[src/rtl/grant_bus_ctrl.sv]
// grant_bus_ctrl: locks the arbiter's winning client as bus owner and streams
// its burst to the shared target over valid/ready, pulsing a per-client done.
module grant_bus_ctrl #(
    parameter int ADDR_W = 8,
    parameter int DATA_W = 16,
    parameter int LEN_W  = 4
) (
    input  logic              clock,
    input  logic              reset,
    input  logic              gnt_0,
    input  logic              gnt_1,
    input  logic [ADDR_W-1:0] addr_0,
    input  logic [LEN_W-1:0]  len_0,
    input  logic [DATA_W-1:0] data_0,
    input  logic [ADDR_W-1:0] addr_1,
    input  logic [LEN_W-1:0]  len_1,
    input  logic [DATA_W-1:0] data_1,
    input  logic              tgt_ready,
    output logic              tgt_valid,
    output logic [ADDR_W-1:0] tgt_addr,
    output logic [DATA_W-1:0] tgt_data,
    output logic              tgt_owner,
    output logic              data_ack_0,
    output logic              data_ack_1,
    output logic              done_0,
    output logic              done_1,
    output logic              busy,
    output logic              err_both
);
    typedef enum logic [1:0] {IDLE, XFER, DONE} state_t;
    state_t            state, state_n;
    logic [LEN_W-1:0]  beats_left, beats_left_n;
    logic [ADDR_W-1:0] addr_n;
    logic              valid_n, owner_n, done_0_n, done_1_n, busy_n, err_n, accept;
    assign accept     = tgt_valid & tgt_ready;
    assign tgt_data   = tgt_owner ? data_1 : data_0;
    assign data_ack_0 = accept & ~tgt_owner;
    assign data_ack_1 = accept & tgt_owner;
    always_comb begin
        state_n      = state;
        valid_n      = tgt_valid;
        addr_n       = tgt_addr;
        owner_n      = tgt_owner;
        beats_left_n = beats_left;
        busy_n       = busy;
        done_0_n     = 1'b0;
        done_1_n     = 1'b0;
        err_n        = 1'b0;
        case (state)
            IDLE: if (gnt_0 | gnt_1) begin
                // client 0 wins a simultaneous grant; the collision is flagged
                state_n      = XFER;
                valid_n      = 1'b1;
                busy_n       = 1'b1;
                owner_n      = ~gnt_0;
                addr_n       = gnt_0 ? addr_0 : addr_1;
                beats_left_n = gnt_0 ? len_0 : len_1;
                err_n        = gnt_0 & gnt_1;
            end
            XFER: if (accept) begin
                if (beats_left == '0) begin
                    state_n  = DONE;
                    valid_n  = 1'b0;
                    done_0_n = ~tgt_owner;
                    done_1_n = tgt_owner;
                end else begin
                    addr_n       = tgt_addr + 1'b1;
                    beats_left_n = beats_left - 1'b1;
                end
            end
            DONE: begin
                state_n = IDLE;
                busy_n  = 1'b0;
            end
            default: state_n = IDLE;
        endcase
    end
    always_ff @(posedge clock) begin
        if (reset) begin
            state      <= IDLE;
            tgt_valid  <= 1'b0;
            tgt_addr   <= '0;
            tgt_owner  <= 1'b0;
            beats_left <= '0;
            done_0     <= 1'b0;
            done_1     <= 1'b0;
            busy       <= 1'b0;
            err_both   <= 1'b0;
        end else begin
            state      <= state_n;
            tgt_valid  <= valid_n;
            tgt_addr   <= addr_n;
            tgt_owner  <= owner_n;
            beats_left <= beats_left_n;
            done_0     <= done_0_n;
            done_1     <= done_1_n;
            busy       <= busy_n;
            err_both   <= err_n;
        end
    end
endmodule

[config.mk]
export PLATFORM = sky130hd
export DESIGN_NAME = grant_bus_ctrl
export DESIGN_NICKNAME = d
export VERILOG_FILES = /design/src/rtl/grant_bus_ctrl.sv
export SDC_FILE = /design/constraint.sdc
export NUM_CORES = 1
export LEC_CHECK = 0
export ABC_AREA = 1
export BUFFER_PORTS_ARGS = -buffer_cell sky130_fd_sc_hd__buf_2
export CAP_MARGIN = 20
export CELL_PAD_IN_SITES_DETAIL_PLACEMENT = 0
export CELL_PAD_IN_SITES_GLOBAL_PLACEMENT = 1
export CORE_MARGIN = 4
export CORE_UTILIZATION = 23
export DETAILED_ROUTE_END_ITERATION = 12
export GPL_TIMING_DRIVEN = 0
export PLACE_DENSITY = 0.76
export SLEW_MARGIN = 20
export SYNTH_ARGS = -nofsm -noshare
export SYNTH_HDL_FRONTEND = slang
export SYNTH_SLANG_ARGS = --single-unit
[constraint.sdc]
create_clock -name clock -period 2.4 [get_ports clock]
set_clock_uncertainty 0.2 [all_clocks]
set_input_delay 0.12 -clock clock [delete_from_list [all_inputs] [get_ports clock]]
set_output_delay 0.12 -clock clock [all_outputs]
set_load 0.02 [all_outputs]
==> metrics.md <==
| Metric | Value |
|---|---|
| Status | complete, no violations |
| Synth-to-layout area growth | 44.2% |
| First-pass GRT wire length | around 7400 µm |
| Slew Viols, Final | 0 |
| Slowest cell on the critical path | dfxtp_1 |
| Share of layout cells above drive strength 1 | a little under a third |
| Total GRT Usage | 11.8% |
| CTS tree | built |
| Die Ht | 88.5 µm |
| Worst hold slack | approximately 0.016 ns |
| Fin Setup TNS | 0 ns |
| Clock sinks | 20 |
| Dpl cells | between 400 and 500 |
| Clock insertion delay at the later pin of the skew report | 0.26 ns |
| Critical Path End Type | output port |
| H-tree Lvls | 1 |
| Post-CTS Resized | 0 |
| Antenna Violating Nets Remaining | 0 |
| Max frequency | 499 MHz |
| Non-Filler Instances | 443 |
| Total Nets Final | 430 |
| Final hold viol count | 0 |
| Postcts setup bufs | 0 |
| Pwr/cell area | roughly 700 mW/mm² |
| Synth async-reset ratio | 0% |
| Core area | 0.00631 mm² |
| Drt drc | 0 |
| Post-Synthesis Cells | 267 |
| Hold crit path type | in2reg |
| Area leader, netlist | nand2_1 |
| Synth area leaders | nand2_1 29%, dfxtp_1 27%, nor2_1 11% |
| CP max FO | 10 |
| IO Count | 93 |
| Headroom to the max-slew limit | 62.8% |
| Post-route minimum period | roughly 2 ns |
| Initial antenna violation count | 0 |
| Area share of the leading cell type in the synthesized netlist | approximately 29% |
| Max capacitance violation total | 0 |
| Worst hold stages | 3 |
| EDFF count, synth | 0 |
| Starting density of the core | 23.6% |
| Die area | ~0.008 mm² |
| Vias | 1,861 |
| Worst EP required | 2.08 ns |
| Post-Syn Area | approximately 0.0015 mm² |
| Overflow after GRT | 0 |
| Post-Route Utilization | 34.0% |
| #FFs+latches synth | 20 |
| Pin slew with the least headroom to its limit | 0.552 ns |
| Final period util | 83.5% |
| Post-synthesis cell type count | 24 |
| Prevailing post-synth register cell | dfxtp_1 |
| Worst-path cell chain | buf_2 -> clkinv_1 -> clkbuf_1 -> nand2_1 -> nand2_1 -> buf_2 |
| Routed wire per std cell | 10.6 µm |
| Leak | 1.24 nW |
| Largest net degree at the start of global routing | 13 |
| Top cells by count, synth | 114 x nand2_1, 43 x nor2_1, 23 x inv_1, 20 x dfxtp_1, 17 x o21ai_0 |
| Port bufs | 92 |
| CTS Buf Count | 3 |
| DR vias/cell | 4.20 |
| Number of global-route vias before repair | 1,634 |
| Critical path's largest stage delay | 0.32 ns |
| Synth warn | 0 |
| Routability cong. | 0.785 |
| WL final | 4680 µm |
| DRT Pass-1 Iters | 4 |
| Final setup fails | 0 |
| Row count | 29 |
| DR iter-0 viols | 55 |
| Die X-Extent | 88.5 µm |
| ANT cells | 0 |
| Reg clk slew, reported paths | 0.08 ns |
| Post-DP HPWL | 3840 µm |
| Reg2Reg Depth | 8 |
| Post-synth net total | 330 |
| Top-count cell post-synth | nand2_1 |
| RSZ-0062 raised after global routing | false |
| Peak supply drop | about 0.00026 V |
| Hold_buf cts | 3 |
| Clk buf depth | 2 |
| Sequential cell area fraction in the yosys report | a little over a quarter |
| FF-to-FF setup slack | 0.75 ns |
| CP Class | reg2out |
| Crit path DAT | 1.68 ns |
| Worst setup SP type | flop |
| CTS root buffer | clkbuf_8 |
| Avg Cell Area, Syn | 5.58 µm² |
==> cell families after synthesis <==
family          synth area share, %
fa+ha+maj                      1.68
flops                          26.9
compound gates                 10.3
simple gates                   51.2
buf+inv                        10.0
==> placed cells by master, fill, tap and decap left out, types with 2 or more instances in the layout <==
master,instances
nand2_4,2
inv_1,23
o211ai_1,3
clkbuf_8,3
o21ai_0,17
dfxtp_1,20
buf_6,2
or2_2,2
clkbuf_1,4
nor2_4,4
nor3_1,3
a21oi_1,4
nor2_1,43
a31oi_1,2
nand3_1,11
dlygate4sd3_1,3
nand2_1,114
buf_2,94
inv_2,3
ha_1,2
==> path summary, 6_finish.rpt <==
check | startpoint | endpoint
hold / removal | tgt_ready | done_0
setup reg to reg | beats_left[0] | tgt_addr[5]
setup / recovery | tgt_owner | tgt_data[10]
hold reg to reg | beats_left[1] | beats_left[1]
==> cell type report <==
type	count	area, µm²
clock buffers	3	41.3
plain buffers	8	47.5
fillers	765	4170
inverters	27	101
flip-flops and latches	20	400
clock inverters	1	30.0
well taps	77	96.3
multi-input cells	212	940
repair buffers	95	490
==> worst max-delay path, delay by kind of cell, from the launching register on <==
family / cells / cell delay, ns
buffers and inverters: 4 / 0.93
and+or+nand+nor: 2 / 0.17
DFF: 1 / 0.32
==> sequential cells by signal (all words and copies together) (netlist names) <==
name and cells:
beats_left 4, busy 1, done_0 1, done_1 1
err_both 1, state 2, tgt_addr 8, tgt_owner 1
tgt_valid 1
==> per-stage QoR <==
stage	power [W]	area (µm²)	setup WS [ns]
finish	0.00151	2150	0.397
global route	0.00166	2150	0.198
CTS	0.00153	2150	0.357
floorplan	0.000953	1490	0.690
global placement	0.00118	2050	0.648
detailed placement	0.00118	2050	0.658
==> metal layers <==
metal | share of wire, % | vias up | wire [µm] | GRT usage, %
met5 | 0 | - | 0 | 0
met4 | 1.1 | 0 | 53 | 3.71
met3 | 4.7 | 4 | 220 | 1.96
met2 | 49 | 41 | 2300 | 19.9
met1 | 45 | 793 | 2100 | 15.4
li1 | - | 1023 | - | -
==> where the power goes <==
group          internal [W]  switching [W]  total [W]
combinational      0.000260       0.000456   0.000716
clock              0.000223       0.000121   0.000344
sequential         0.000395      0.0000568   0.000451
(Power assumes the default switching activity.)
